File: src/rtl/monishvr_fifo_if.sv
// -----------------------------------------------------------------------------
// monishvr_fifo_if
//   Pin bundle of the TinyTapeout-style user tile that hosts monishvr_fifo.
//   Signal names match the standard tile pins.
//
//   ena      tile enable (driven by the harness, ignored by the FIFO)
//   ui_in    [2]=wr_en, [3]=rd_en, [7:4]=wr_data, [1:0] reserved
//   uo_out   [0]=full, [1]=empty, [5:2]=rd_data, [6]=overflow, [7]=underflow
//   uio_in   bidirectional pin inputs (unused)
//   uio_out  bidirectional pin outputs (always 0)
//   uio_oe   bidirectional pin output enables (always 0, all inputs)
//
//   master: the harness / testbench side
//   slave : the FIFO side
// -----------------------------------------------------------------------------
interface monishvr_fifo_if;
    logic       ena;
    logic [7:0] ui_in;
    logic [7:0] uo_out;
    logic [7:0] uio_in;
    logic [7:0] uio_out;
    logic [7:0] uio_oe;

    modport master (
        output ena,
        output ui_in,
        output uio_in,
        input  uo_out,
        input  uio_out,
        input  uio_oe
    );

    modport slave (
        input  ena,
        input  ui_in,
        input  uio_in,
        output uo_out,
        output uio_out,
        output uio_oe
    );
endinterface

File: src/rtl/monishvr_fifo.sv
// -----------------------------------------------------------------------------
// monishvr_fifo
//   Synchronous single-clock FIFO (WIDTH bits x DEPTH entries) behind the
//   TinyTapeout user-tile pins.
//
//   Ports:
//     clk    rising-edge system clock
//     rst_n  asynchronous active-low reset; clears pointers, count, rd_data
//            and flags immediately
//     bus    monishvr_fifo_if.slave
//              ui_in[2]   wr_en
//              ui_in[3]   rd_en
//              ui_in[7:4] wr_data
//              uo_out[0]  full   (registered)
//              uo_out[1]  empty  (registered)
//              uo_out[5:2] rd_data (registered, one-cycle read latency)
//              uo_out[6]  overflow  (sticky, only with FIFO_ERR_FLAGS_EN)
//              uo_out[7]  underflow (sticky, only with FIFO_ERR_FLAGS_EN)
//              uio_out / uio_oe tied to 0; ena, uio_in, ui_in[1:0] ignored
//
//   Parameters:
//     DEPTH  number of entries, power of two >= 2
//     WIDTH  data width, fixed at 4 by the pin map
//
//   Optional feature macro: FIFO_ERR_FLAGS_EN
//     defined   -> sticky overflow/underflow flags on uo_out[7:6]
//     undefined -> uo_out[7:6] tied to 0, no flag logic
// -----------------------------------------------------------------------------
module monishvr_fifo #(
    parameter int unsigned DEPTH = 8,
    parameter int unsigned WIDTH = 4
) (
    input  logic             clk,
    input  logic             rst_n,
    monishvr_fifo_if.slave   bus
);

    localparam int unsigned AW = $clog2(DEPTH);
    localparam int unsigned CW = AW + 1;

    // ------------------------------------------------------------------
    // Pin decode
    // ------------------------------------------------------------------
    logic             wr_en;
    logic             rd_en;
    logic [WIDTH-1:0] wr_data;

    assign wr_en   = bus.ui_in[2];
    assign rd_en   = bus.ui_in[3];
    assign wr_data = bus.ui_in[7:4];

    // Inputs that intentionally have no effect on the design.
    logic unused_inputs;
    assign unused_inputs = &{1'b0, bus.ena, bus.uio_in, bus.ui_in[1:0]};

    // ------------------------------------------------------------------
    // State
    // ------------------------------------------------------------------
    logic [WIDTH-1:0] mem [DEPTH];
    logic [AW-1:0]    wptr;
    logic [AW-1:0]    rptr;
    logic [CW-1:0]    count;
    logic [CW-1:0]    count_next;
    logic             full;
    logic             empty;
    logic [WIDTH-1:0] rd_data;

    // ------------------------------------------------------------------
    // Accept logic
    // A write into a full FIFO is still accepted when a read frees the
    // oldest slot in the same cycle.
    // ------------------------------------------------------------------
    logic rd_acc;
    logic wr_acc;

    assign rd_acc = rd_en && !empty;
    assign wr_acc = wr_en && (!full || rd_acc);

    always_comb begin
        count_next = count;
        unique case ({wr_acc, rd_acc})
            2'b10:   count_next = count + CW'(1);
            2'b01:   count_next = count - CW'(1);
            default: count_next = count;
        endcase
    end

    // ------------------------------------------------------------------
    // Storage (contents are don't-care after reset, so no reset here)
    // ------------------------------------------------------------------
    always_ff @(posedge clk) begin
        if (wr_acc) begin
            mem[wptr] <= wr_data;
        end
    end

    // ------------------------------------------------------------------
    // Pointers, count, read data
    // Pointers are exactly log2(DEPTH) bits so they wrap by overflow.
    // ------------------------------------------------------------------
    always_ff @(posedge clk or negedge rst_n) begin
        if (!rst_n) begin
            wptr    <= '0;
            rptr    <= '0;
            count   <= '0;
            rd_data <= '0;
        end else begin
            count <= count_next;
            if (wr_acc) begin
                wptr <= wptr + AW'(1);
            end
            if (rd_acc) begin
                rd_data <= mem[rptr];
                rptr    <= rptr + AW'(1);
            end
        end
    end

    // ------------------------------------------------------------------
    // Status flags: registered from the next count so they change on the
    // same edge as count and always equal (count == DEPTH) / (count == 0).
    // ------------------------------------------------------------------
    always_ff @(posedge clk or negedge rst_n) begin
        if (!rst_n) begin
            full  <= 1'b0;
            empty <= 1'b1;
        end else begin
            full  <= (count_next == CW'(DEPTH));
            empty <= (count_next == '0);
        end
    end

    // ------------------------------------------------------------------
    // Optional sticky error flags
    // ------------------------------------------------------------------
    logic [1:0] err_bits;

`ifdef FIFO_ERR_FLAGS_EN
    logic overflow;
    logic underflow;

    // While full the FIFO is never empty, so any rd_en is an accepted read
    // and "full with no read" reduces to !rd_acc.
    always_ff @(posedge clk or negedge rst_n) begin
        if (!rst_n) begin
            overflow  <= 1'b0;
            underflow <= 1'b0;
        end else begin
            if (wr_en && full && !rd_acc) begin
                overflow <= 1'b1;
            end
            if (rd_en && empty) begin
                underflow <= 1'b1;
            end
        end
    end

    assign err_bits = {underflow, overflow};
`else
    assign err_bits = '0;
`endif

    // ------------------------------------------------------------------
    // Output pins
    // ------------------------------------------------------------------
    assign bus.uo_out  = {err_bits, rd_data, empty, full};
    assign bus.uio_out = '0;
    assign bus.uio_oe  = '0;

endmodule

File: src/flat_wrapper.sv
// flat-port wrapper written by rule: the top's interface ports become plain ports
module monishvr_fifo_flat 
#(
    parameter int unsigned DEPTH = 8,
    parameter int unsigned WIDTH = 4
)
  (clk, rst_n, bus_ena, bus_ui_in, bus_uio_in, bus_uo_out, bus_uio_out, bus_uio_oe);
  monishvr_fifo_if bus_i ();
  input  logic clk;
  input  logic rst_n;
  input wire logic [$bits(bus_i.ena)-1:0] bus_ena;
  input wire logic [$bits(bus_i.ui_in)-1:0] bus_ui_in;
  input wire logic [$bits(bus_i.uio_in)-1:0] bus_uio_in;
  output wire logic [$bits(bus_i.uo_out)-1:0] bus_uo_out;
  output wire logic [$bits(bus_i.uio_out)-1:0] bus_uio_out;
  output wire logic [$bits(bus_i.uio_oe)-1:0] bus_uio_oe;
  assign bus_i.ena = bus_ena;
  assign bus_i.ui_in = bus_ui_in;
  assign bus_i.uio_in = bus_uio_in;
  assign bus_uo_out = bus_i.uo_out;
  assign bus_uio_out = bus_i.uio_out;
  assign bus_uio_oe = bus_i.uio_oe;
  monishvr_fifo #(.DEPTH(DEPTH), .WIDTH(WIDTH)) u_core (.clk(clk), .rst_n(rst_n), .bus(bus_i));
endmodule
File: config.mk
export PLATFORM = sky130hd
export DESIGN_NAME = monishvr_fifo_flat
export DESIGN_NICKNAME = d
export VERILOG_FILES = /design/src/rtl/monishvr_fifo_if.sv /design/src/rtl/monishvr_fifo.sv /design/src/flat_wrapper.sv
export SDC_FILE = /design/constraint.sdc
export NUM_CORES = 1
export LEC_CHECK = 0
export BUFFER_PORTS_ARGS = -buffer_cell sky130_fd_sc_hd__buf_4
export CAP_MARGIN = 20
export CORE_ASPECT_RATIO = 0.6
export CORE_MARGIN = 2
export CORE_UTILIZATION = 49
export DETAILED_ROUTE_END_ITERATION = 7
export PLACE_DENSITY_LB_ADDON = 0.05
export SETUP_SLACK_MARGIN = 0.02
export SYNTH_ARGS = -nofsm -noshare
export SYNTH_HDL_FRONTEND = slang
export SYNTH_SLANG_ARGS = --single-unit
File: constraint.sdc
create_clock -name clk -period 2.4 [get_ports clk]
set_clock_uncertainty 0.1 [all_clocks]
set_input_delay 0.24 -clock clk [delete_from_list [all_inputs] [get_ports clk]]
set_output_delay 0.24 -clock clk [all_outputs]
set_load 0.03 [all_outputs]
==> results of run 1 <==
==> layout make-up <==
type | instances | share of cell area, %
Sequential cell | 48 | 53.9
Multi-Input combinational cell | 97 | 31.8
Timing Repair Buffer | 25 | 7.52
Tap cell | 60 | 2.97
Clock buffer | 5 | 2.72
Clock inverter | 3 | 0.742
Inverter | 3 | 0.445
==> cells by family (layout without fill, tap and decap cells) <==
group                    count (synthesis)  count (layout)  synth area share, %
flip-flops                              48              48                 60.8
other                                    1              18                0.167
buffers and inverters                   27              36                 7.93
AO/OA/AOI/OAI                           14              14                 5.03
XOR/XNOR                                11              11                 4.30
AND/OR/NAND/NOR                         35              35                 8.15
adder cells (fa/ha/maj)                  5               5                 2.79
multiplexers                            14              14                 10.8
==> registers in the layout, summed over array words and instances, names as in the netlist <==
name and count:
u_core.count 4, u_core.empty 1, u_core.full 1, u_core.wptr 3
u_core.rd_data 4, u_core.mem 32, u_core.rptr 3
==> worst max-delay path by stage <==
stage	startpoint	end	cells past startpoint
floorplan	u_core.empty	u_core.full	10
global placement	u_core.empty	u_core.empty	9
detailed placement	u_core.empty	u_core.empty	9
CTS	u_core.empty	u_core.empty	9
global route	u_core.empty	u_core.empty	10
finish	u_core.empty	u_core.full	11
==> critical path, delay by kind of cell (launching register included) <==
family	cells	cell delay, ns
flops	1	0.54
xor+xnor	3	0.45
fa+ha+maj	2	0.39
compound gates	3	0.38
buf+inv	2	0.24
simple gates	1	0.13
==> per-layer routing <==
layer  share of wire, %  track usage (%)  wire (um)  up-vias
li1                   -                -          -      574
met1                 51             25.1       1970      641
met2                 43             23.3       1670       47
met3                4.9             4.70        191        7
met4                1.5             6.49         57        0
met5                  0                0          0        -
==> timing repair <==
item / CTS / global route
hold endpoints to repair: 16 / 0
gates resized for setup: 3 / 5
hold buffers: 1 / 0
setup buffers: 1 / 3
pin swaps: 3 / 5
setup endpoints to repair: 2 / 4
==> stage by stage <==
step                hold WS [ns]  utilization, %  worst slack, ns  power, mW
CTS                       0.0638            58.4           0.0208       3.04
finish                    0.0729            59.4           0.0641       3.09
global route              0.0679            59.4           -0.115       3.28
detailed placement        0.0102            55.6          -0.0516       2.54
floorplan                 -0.156               -           0.0690       2.22
global placement         0.00863            55.6           0.0577       2.48
==> synthesized netlist by cell type (2+ instances only) <==
master	count
nand2b_1	6
o21ai_0	5
edfxtp_1	32
ha_1	5
nor3_1	2
xor2_1	3
nor2_1	7
xnor2_1	8
clkbuf_1	3
inv_1	3
a21oi_1	3
dfrtp_1	15
a32o_1	2
mux2i_1	4
mux4_2	8
mux2_2	2
nand2_1	12
nor2b_1	3
buf_4	20
==> power by group through the flow <==
stage / clock network, mW / registers [mW] / logic [mW]
finish: 0.463 / 1.38 / 1.25
global route: 0.510 / 1.41 / 1.36
CTS: 0.477 / 1.38 / 1.19
detailed placement: 0 / 1.39 / 1.15
global placement: 0 / 1.37 / 1.11
floorplan: 0 / 1.31 / 0.909
==> flow_summary.toml, run 1 <==
[hold_path]
hold_depth = 1
holdCritStartpoint = "bus_ui_in[5]"
whs_endpoint = "u_core.mem[6][1]"
hold_path.class = "in2reg"

[drt]
drt_pass1_iterations = 4
avgViaCountPerCell = 5.27
drt_first_iter_violations = 98
route.detailed.drc = 0
post_drt_wl_per_cell_um = 16.1
vias = 1269
routed_wirelength_mm = 3.89
ant_nets = 0

[die]
initial_core_util_pct = 52.6
die-width_um = 91.3
die_area_um2 = 5150
coreArea_um2 = 4260
io_pins = 43
fp-row-count = 18
die_height_um = 56.4

[logic_synthesis]
avgSynthCellArea_um2 = 14.5
dominantRegCellSynth = "edfxtp_1"
synth_top_area_share_pct = 42.9
synth.largest_area_cell = "edfxtp_1"
yosysSeqAreaShare_pct = 60.8
async_flop_share_pct = 33.3
synth_cells = 155
synth_edf_count = 32
yosysUniqueCellTypes = 31
ys_ff_latch = 48
netlist_area_um2 = 2240
synth_area_leaders = "edfxtp_1, dfrtp_1, mux4_2"
synth.yosys.warnings = 0

[worst_setup_path]
crit_chain = "nand2b_4 -> a21boi_2 -> inv_1 -> ha_2 -> xor2_1 -> ha_2 -> a21oi_2 -> xnor2_2 -> buf_4 -> xnor2_2 -> a32o_2"
cp-start-kind = "register"
crit_path_max_fanout = 3
r2r-start = "u_core.empty"
end_kind = "register"
r2r_slack_ns = 0.06
cp.arrival_ns = 2.43
cpPeakStageDelay_ns = 0.54
critPathSlowestCell = "dfstp_2"
regToRegEndpoint = "u_core.full"
required_ns = 2.49
worstSetupPathType = "reg2reg"
worstRegToRegCells = 11

[sta]
min_period_ns = 2.34
tightest_slew_ns = 0.544
finalSetupViolations = 0
finalCritPeriodShare_pct = 97.3
final_max_slew_viol_count = 0
fmax_mhz = 428
rsz0062_at_grt = "yes"
timing.slew.headroom_pct = 63.7
fin_setup_tns_ns = 0
hold_viol = 0

[status]
outcome = "finished clean"

[clock_network]
htreeDepth = 2
cts.path.max_buffers = 2
clk_pin_slew_ns = 0.09
cts_tree = "built"
clock_latency_ns = 0.30
cts_made_buffers = 5
cts.sinks = 48
root_buffer = "clkbuf_8"

[final_layout]
antenna_cells = 0
drive_gt1_share_pct = 30.9
multi_input_area_um2 = 803
num-fill-cells = 335
fin_cells = 241
seqCellArea_um2 = 1360
fin_area_um2 = 2530
final_cell_mix = "edfxtp_1, buf_4, conb_1"
syn_to_final_growth_pct = 12.9
fin_nets = 204
final_common_cell = "edfxtp_1"

[place]
portBuffers = 13
hpwlAfterDp_mm = 2.91
place_congestion = 0.848
post_dp_cell_area_um2 = 2370
post-place-cells = 228

[power]
p_int_mw = 1.95
netSwitchingPower_mw = 1.14
total_leakage_power_nw = 0.998
peakVddDrop_mv = 0.576
powerDensity_nw_per_um2 = 1220
clkPwrFrac_pct = 15.0
swShare_pct = 36.8
pwr-share-seq_pct = 44.6
combinationalPowerShare_pct = 40.4

[global_route]
grt_max_degree = 17
track_usage_pct = 16.8
grt_pass1_vias = 1186
antenna_found_initial = 0
overflow = 0
grt_pass1_wl_mm = 6.31

[flow_run]
maxCapViolCount = 0
No activity file was read; power rests on OpenSTA's default activity.
==> run 2: changes to the inputs <==
--- a/config.mk
+++ b/config.mk
@@ -7,12 +7,12 @@
 export LEC_CHECK = 0
 export BUFFER_PORTS_ARGS = -buffer_cell sky130_fd_sc_hd__buf_4
 export CAP_MARGIN = 20
-export CORE_ASPECT_RATIO = 0.6
+export CORE_ASPECT_RATIO = 1.25
 export CORE_MARGIN = 2
 export CORE_UTILIZATION = 49
 export DETAILED_ROUTE_END_ITERATION = 7
 export PLACE_DENSITY_LB_ADDON = 0.05
-export SETUP_SLACK_MARGIN = 0.02
+export SETUP_SLACK_MARGIN = 0.4
 export SYNTH_ARGS = -nofsm -noshare
 export SYNTH_HDL_FRONTEND = slang
 export SYNTH_SLANG_ARGS = --single-unit
==> flow_summary.toml, run 2 (synthesis gave the netlist of run 1 again) <==
[status]
outcome = "finished clean"

[sta]
fin_setup_tns_ns = 0
finalSetupViolations = 0
final_max_slew_viol_count = 0
rsz0062_at_grt = "yes"
fmax_mhz = 454
hold_viol = 0
finalCritPeriodShare_pct = 91.8
timing.slew.headroom_pct = 65.7
timing.hold.ws_ns = 0.0694
tightest_slew_ns = 0.514
min_period_ns = 2.20

[global_route]
track_usage_pct = 16.6
grt_pass1_wl_mm = 6.15
antenna_found_initial = 0
overflow = 0
grt_max_degree = 17
grt_pass1_vias = 1240

[final_layout]
top_register = "u_core.mem"
top_regs = "u_core.mem (32), u_core.count (4), u_core.rd_data (4)"
largest_register_ffs = 32
syn_to_final_growth_pct = 16.4
fin_area_um2 = 2610
drive_gt1_share_pct = 34.2
antenna_cells = 0
fin_util_pct = 59.4
fin_nets = 207
fin_cells = 242
final_common_cell = "edfxtp_1"
final_cell_mix = "edfxtp_1, buf_4, conb_1"

[clock_network]
cts_tree = "built"
cts.path.max_buffers = 2
cts.sinks = 48
root_buffer = "clkbuf_8"
clk_pin_slew_ns = 0.09
clock_latency_ns = 0.30
htreeDepth = 2
cts_made_buffers = 5

[worst_setup_path]
crit_path_max_fanout = 5
worstSetupPathType = "reg2reg"
required_ns = 2.55
end_kind = "register"
cp-start-kind = "register"
cp.arrival_ns = 2.35

[drt]
avgViaCountPerCell = 4.98
drt_pass1_iterations = 4
post_drt_wl_per_cell_um = 15.5
drt_first_iter_violations = 48
routed_wirelength_mm = 3.76
vias = 1204
ant_nets = 0
route.detailed.drc = 0

[power]
swShare_pct = 35.1
clkPwrFrac_pct = 18.2
peakVddDrop_mv = 0.694
combinationalPowerShare_pct = 39.0
powerDensity_nw_per_um2 = 1220
pwr-share-seq_pct = 42.8
total_leakage_power_nw = 1.02
netSwitchingPower_mw = 1.12
p_int_mw = 2.07

[die]
initial_core_util_pct = 51.0
coreArea_um2 = 4390
die-width_um = 64.5
die_area_um2 = 5130
fp-row-count = 27
io_pins = 43
die_height_um = 79.6

[place]
hpwlAfterDp_mm = 2.81
place_congestion = 0.749
portBuffers = 13
post-place-cells = 224
post_dp_cell_area_um2 = 2390

[flow_run]
maxCapViolCount = 0

[hold_path]
hold_path.class = "in2reg"
==> run 2: cell count changes in the layout (fill, tap and decap cells not counted), moves of 2 or more <==
| cell | previous run | this run |
|---|---|---|
| clkinv_2 | 2 | 0 |
| ha_2 | 3 | 1 |
| buf_4 | 24 | 27 |
| ha_4 | 0 | 2 |
| inv_2 | 0 | 2 |
| inv_1 | 3 | 1 |
==> run 2: worst paths after layout <==
path	depth (start not counted)	startpoint	slack, ns	end
setup / recovery	8	u_core.empty	0.20	u_core.full
hold / removal	1	bus_ui_in[4]	0.07	u_core.mem[5][0]
setup reg to reg	8	u_core.empty	0.20	u_core.full
hold reg to reg	2	u_core.rd_data[1]	0.38	u_core.rd_data[1]
max in group asynchronous	2	rst_n	1.73	u_core.empty
min in group asynchronous	2	rst_n	0.22	u_core.count[0]
==> run 2: timing repair <==
action,4_1_cts,5_1_grt
setup endpoints to repair,4,5
gates resized for setup,4,2
pin swaps,6,2
hold buffers,1,0
endpoints found under the hold margin,16,0
buffers inserted,6,3
==> run 2: cell type report <==
type | instances | area (um2)
Clock inverter | 3 | 46.3
Inverter | 3 | 11.3
Sequential cell | 48 | 1360
Tap cell | 58 | 72.6
Multi-Input combinational cell | 97 | 833
Fill cell | 355 | 1780
Timing Repair Buffer | 28 | 213
Clock buffer | 5 | 68.8
==> run 2: metrics by stage <==
| step | setup WS (ns) | power (mW) |
|---|---|---|
| after floorplan | 0.299 | 2.28 |
| after global placement | 0.205 | 2.51 |
| after detailed placement | 0.162 | 2.57 |
| after CTS | 0.196 | 3.21 |
| after global routing | 0.120 | 3.40 |
| final | 0.198 | 3.19 |
==> run 2: per-layer routing <==
metal | vias up | part of all wire (%) | GRT usage [%]
li1 | 579 | - | -
met1 | 596 | 38 | 17.4
met2 | 24 | 58 | 30.9
met3 | 5 | 3.0 | 3.95
met4 | 0 | 1.7 | 7.87
met5 | - | 0 | 0
==> run 2: power groups by stage <==
stage / sequential [mW] / combinational (mW) / clock [mW]
finish: 1.37 / 1.25 / 0.583
global route: 1.40 / 1.36 / 0.637
CTS: 1.37 / 1.24 / 0.599
detailed placement: 1.38 / 1.18 / 0
global placement: 1.37 / 1.15 / 0
floorplan: 1.32 / 0.957 / 0
==> run 2: worst max-delay path: stages (launching register included) <==
cell	delay, ns
dfstp_2	0.54
nand2b_4	0.15
a21boi_4	0.06
inv_2	0.10
ha_4	0.17
and3b_2	0.23
a32o_1	0.27
a211oi_2	0.30
a32o_2	0.23
==> run 3: changes to the inputs <==
--- a/config.mk
+++ b/config.mk
@@ -12,6 +12,7 @@
 export CORE_UTILIZATION = 49
 export DETAILED_ROUTE_END_ITERATION = 7
 export PLACE_DENSITY_LB_ADDON = 0.05
+export RECOVER_POWER = 50
 export SETUP_SLACK_MARGIN = 0.4
 export SYNTH_ARGS = -nofsm -noshare
 export SYNTH_HDL_FRONTEND = slang
==> flow_summary.toml, run 3 (synthesis gave the netlist of run 1 again) <==
[status]
outcome = "finished clean"

[drt]
drt_pass1_iterations = 4
drt_first_iter_violations = 48
routed_wirelength_mm = 3.75
ant_nets = 0
avgViaCountPerCell = 5.00
vias = 1209
post_drt_wl_per_cell_um = 15.5
route.detailed.drc = 0

[worst_setup_path]
crit_buf_inv = 1
crit_path_max_fanout = 5
r2r_slack_ns = 0.20
path_delay_family = "compound AO/OA/AOI/OAI gates"
regToRegEndpoint = "u_core.full"
r2r-start = "u_core.empty"
end_kind = "register"
startpoint = "u_core.empty"
cpPeakStageDelay_ns = 0.54
worstRegToRegCells = 8
worstSetupPathType = "reg2reg"
critPathSlowestCell = "dfstp_2"
crit_chain = "nand2b_4 -> a21boi_4 -> inv_2 -> ha_4 -> and3b_2 -> a32o_1 -> a211oi_2 -> a32o_2"
cp-start-kind = "register"
cp.arrival_ns = 2.35
required_ns = 2.55

[final_layout]
final_cell_mix = "edfxtp_1, buf_4, conb_1"
top_regs = "u_core.mem (32), u_core.count (4), u_core.rd_data (4)"
final_common_cell = "edfxtp_1"
fin_cells = 242
drive_gt1_share_pct = 29.9
antenna_cells = 0
fin_area_um2 = 2580
fin_nets = 207
syn_to_final_growth_pct = 15.0
fin_util_pct = 58.7
top_register = "u_core.mem"
largest_register_ffs = 32

[clock_network]
clk_pin_slew_ns = 0.09
htreeDepth = 2
clock_latency_ns = 0.30
cts_tree = "built"
cts_made_buffers = 5
cts.path.max_buffers = 2
root_buffer = "clkbuf_8"
cts.sinks = 48

[power]
swShare_pct = 35.3
combinationalPowerShare_pct = 38.5
p_int_mw = 2.05
clkPwrFrac_pct = 18.4
peakVddDrop_mv = 0.690
total_leakage_power_nw = 0.994
power_mw = 3.17
pwr-share-seq_pct = 43.1
powerDensity_nw_per_um2 = 1230
netSwitchingPower_mw = 1.12

[sta]
setup_ws_ns = 0.199
rsz0062_at_grt = "yes"
hold_viol = 0
finalSetupViolations = 0
tightest_slew_ns = 0.902
timing.hold.ws_ns = 0.195
fmax_mhz = 454
fin_setup_tns_ns = 0
finalCritPeriodShare_pct = 91.7
final_max_slew_viol_count = 0
min_period_ns = 2.20
timing.slew.headroom_pct = 39.9

[place]
place_congestion = 0.749
hpwlAfterDp_mm = 2.81
post-place-cells = 224
post_dp_cell_area_um2 = 2390
dp_slack_ns = 0.162
portBuffers = 13

[hold_path]
whs_endpoint = "u_core.mem[5][0]"
hold_path.class = "in2reg"
holdCritStartpoint = "bus_ui_in[4]"
hold_depth = 1

[die]
coreArea_um2 = 4390
io_pins = 43
die-width_um = 64.5
initial_core_util_pct = 51.0
die_height_um = 79.6
fp-row-count = 27
die_area_um2 = 5130

[global_route]
antenna_found_initial = 0
track_usage_pct = 16.6
overflow = 0
grt_max_degree = 17
grt_pass1_wl_mm = 6.15
grt_pass1_vias = 1240

[flow_run]
maxCapViolCount = 0
==> run 3: changes by cell type in the layout (fill, tap and decap cells not counted) <==
cell,change
clkbuf_1,+8
buf_4,-8
==> run 3: worst reg2reg max path, delay by kind of cell (launching register included) <==
family                   cells  cell delay, ns
AO/OA/AOI/OAI                4            0.86
flip-flops                   1            0.54
AND/OR/NAND/NOR              2            0.38
adder cells (fa/ha/maj)      1            0.17
buffers and inverters        1            0.10
==> run 3: area by class of cell <==
type,count,area (um2)
clock inverter,3,46.3
timing repair buffer,28,183
tap,58,72.6
multi-input combinational,97,833
sequential,48,1360
fill,358,1810
clock buffer,5,68.8
inverter,3,11.3
==> run 3: routing by layer <==
| metal | vias to the layer above | track usage [%] | part of all wire, % | wire [um] |
|---|---|---|---|---|
| met5 | - | 0 | 0 | 0 |
| met4 | 0 | 7.87 | 1.7 | 65 |
| met3 | 5 | 3.95 | 3.1 | 118 |
| met2 | 24 | 30.9 | 58 | 2160 |
| met1 | 600 | 17.4 | 38 | 1410 |
| li1 | 580 | - | - | - |
==> run 3: power groups by stage <==
stage | logic (mW) | clock network (mW) | registers [mW]
6_report | 1.22 | 0.581 | 1.37
2_1_floorplan | 0.957 | 0 | 1.32
4_1_cts | 1.24 | 0.599 | 1.37
3_5_place_dp | 1.18 | 0 | 1.38
5_1_grt | 1.33 | 0.637 | 1.40
3_3_place_gp | 1.15 | 0 | 1.37
==> run 3: worst max path at each step <==
stage              endpoint  slack (ns)  cells past startpoint
2_1_floorplan   u_core.full        0.30                     10
3_3_place_gp   u_core.empty        0.21                      8
3_5_place_dp   u_core.empty        0.16                      8
4_1_cts         u_core.full        0.20                      8
5_1_grt         u_core.full        0.12                     10
6_report        u_core.full        0.20                      8
==> run 3: what timing repair did <==
action | in CTS | in global routing
buffers inserted | 6 | 3
setup endpoints to repair | 4 | 5
hold buffers | 1 | 0
gates resized for setup | 4 | 2
pin swaps | 6 | 2
hold endpoints to repair | 16 | 0
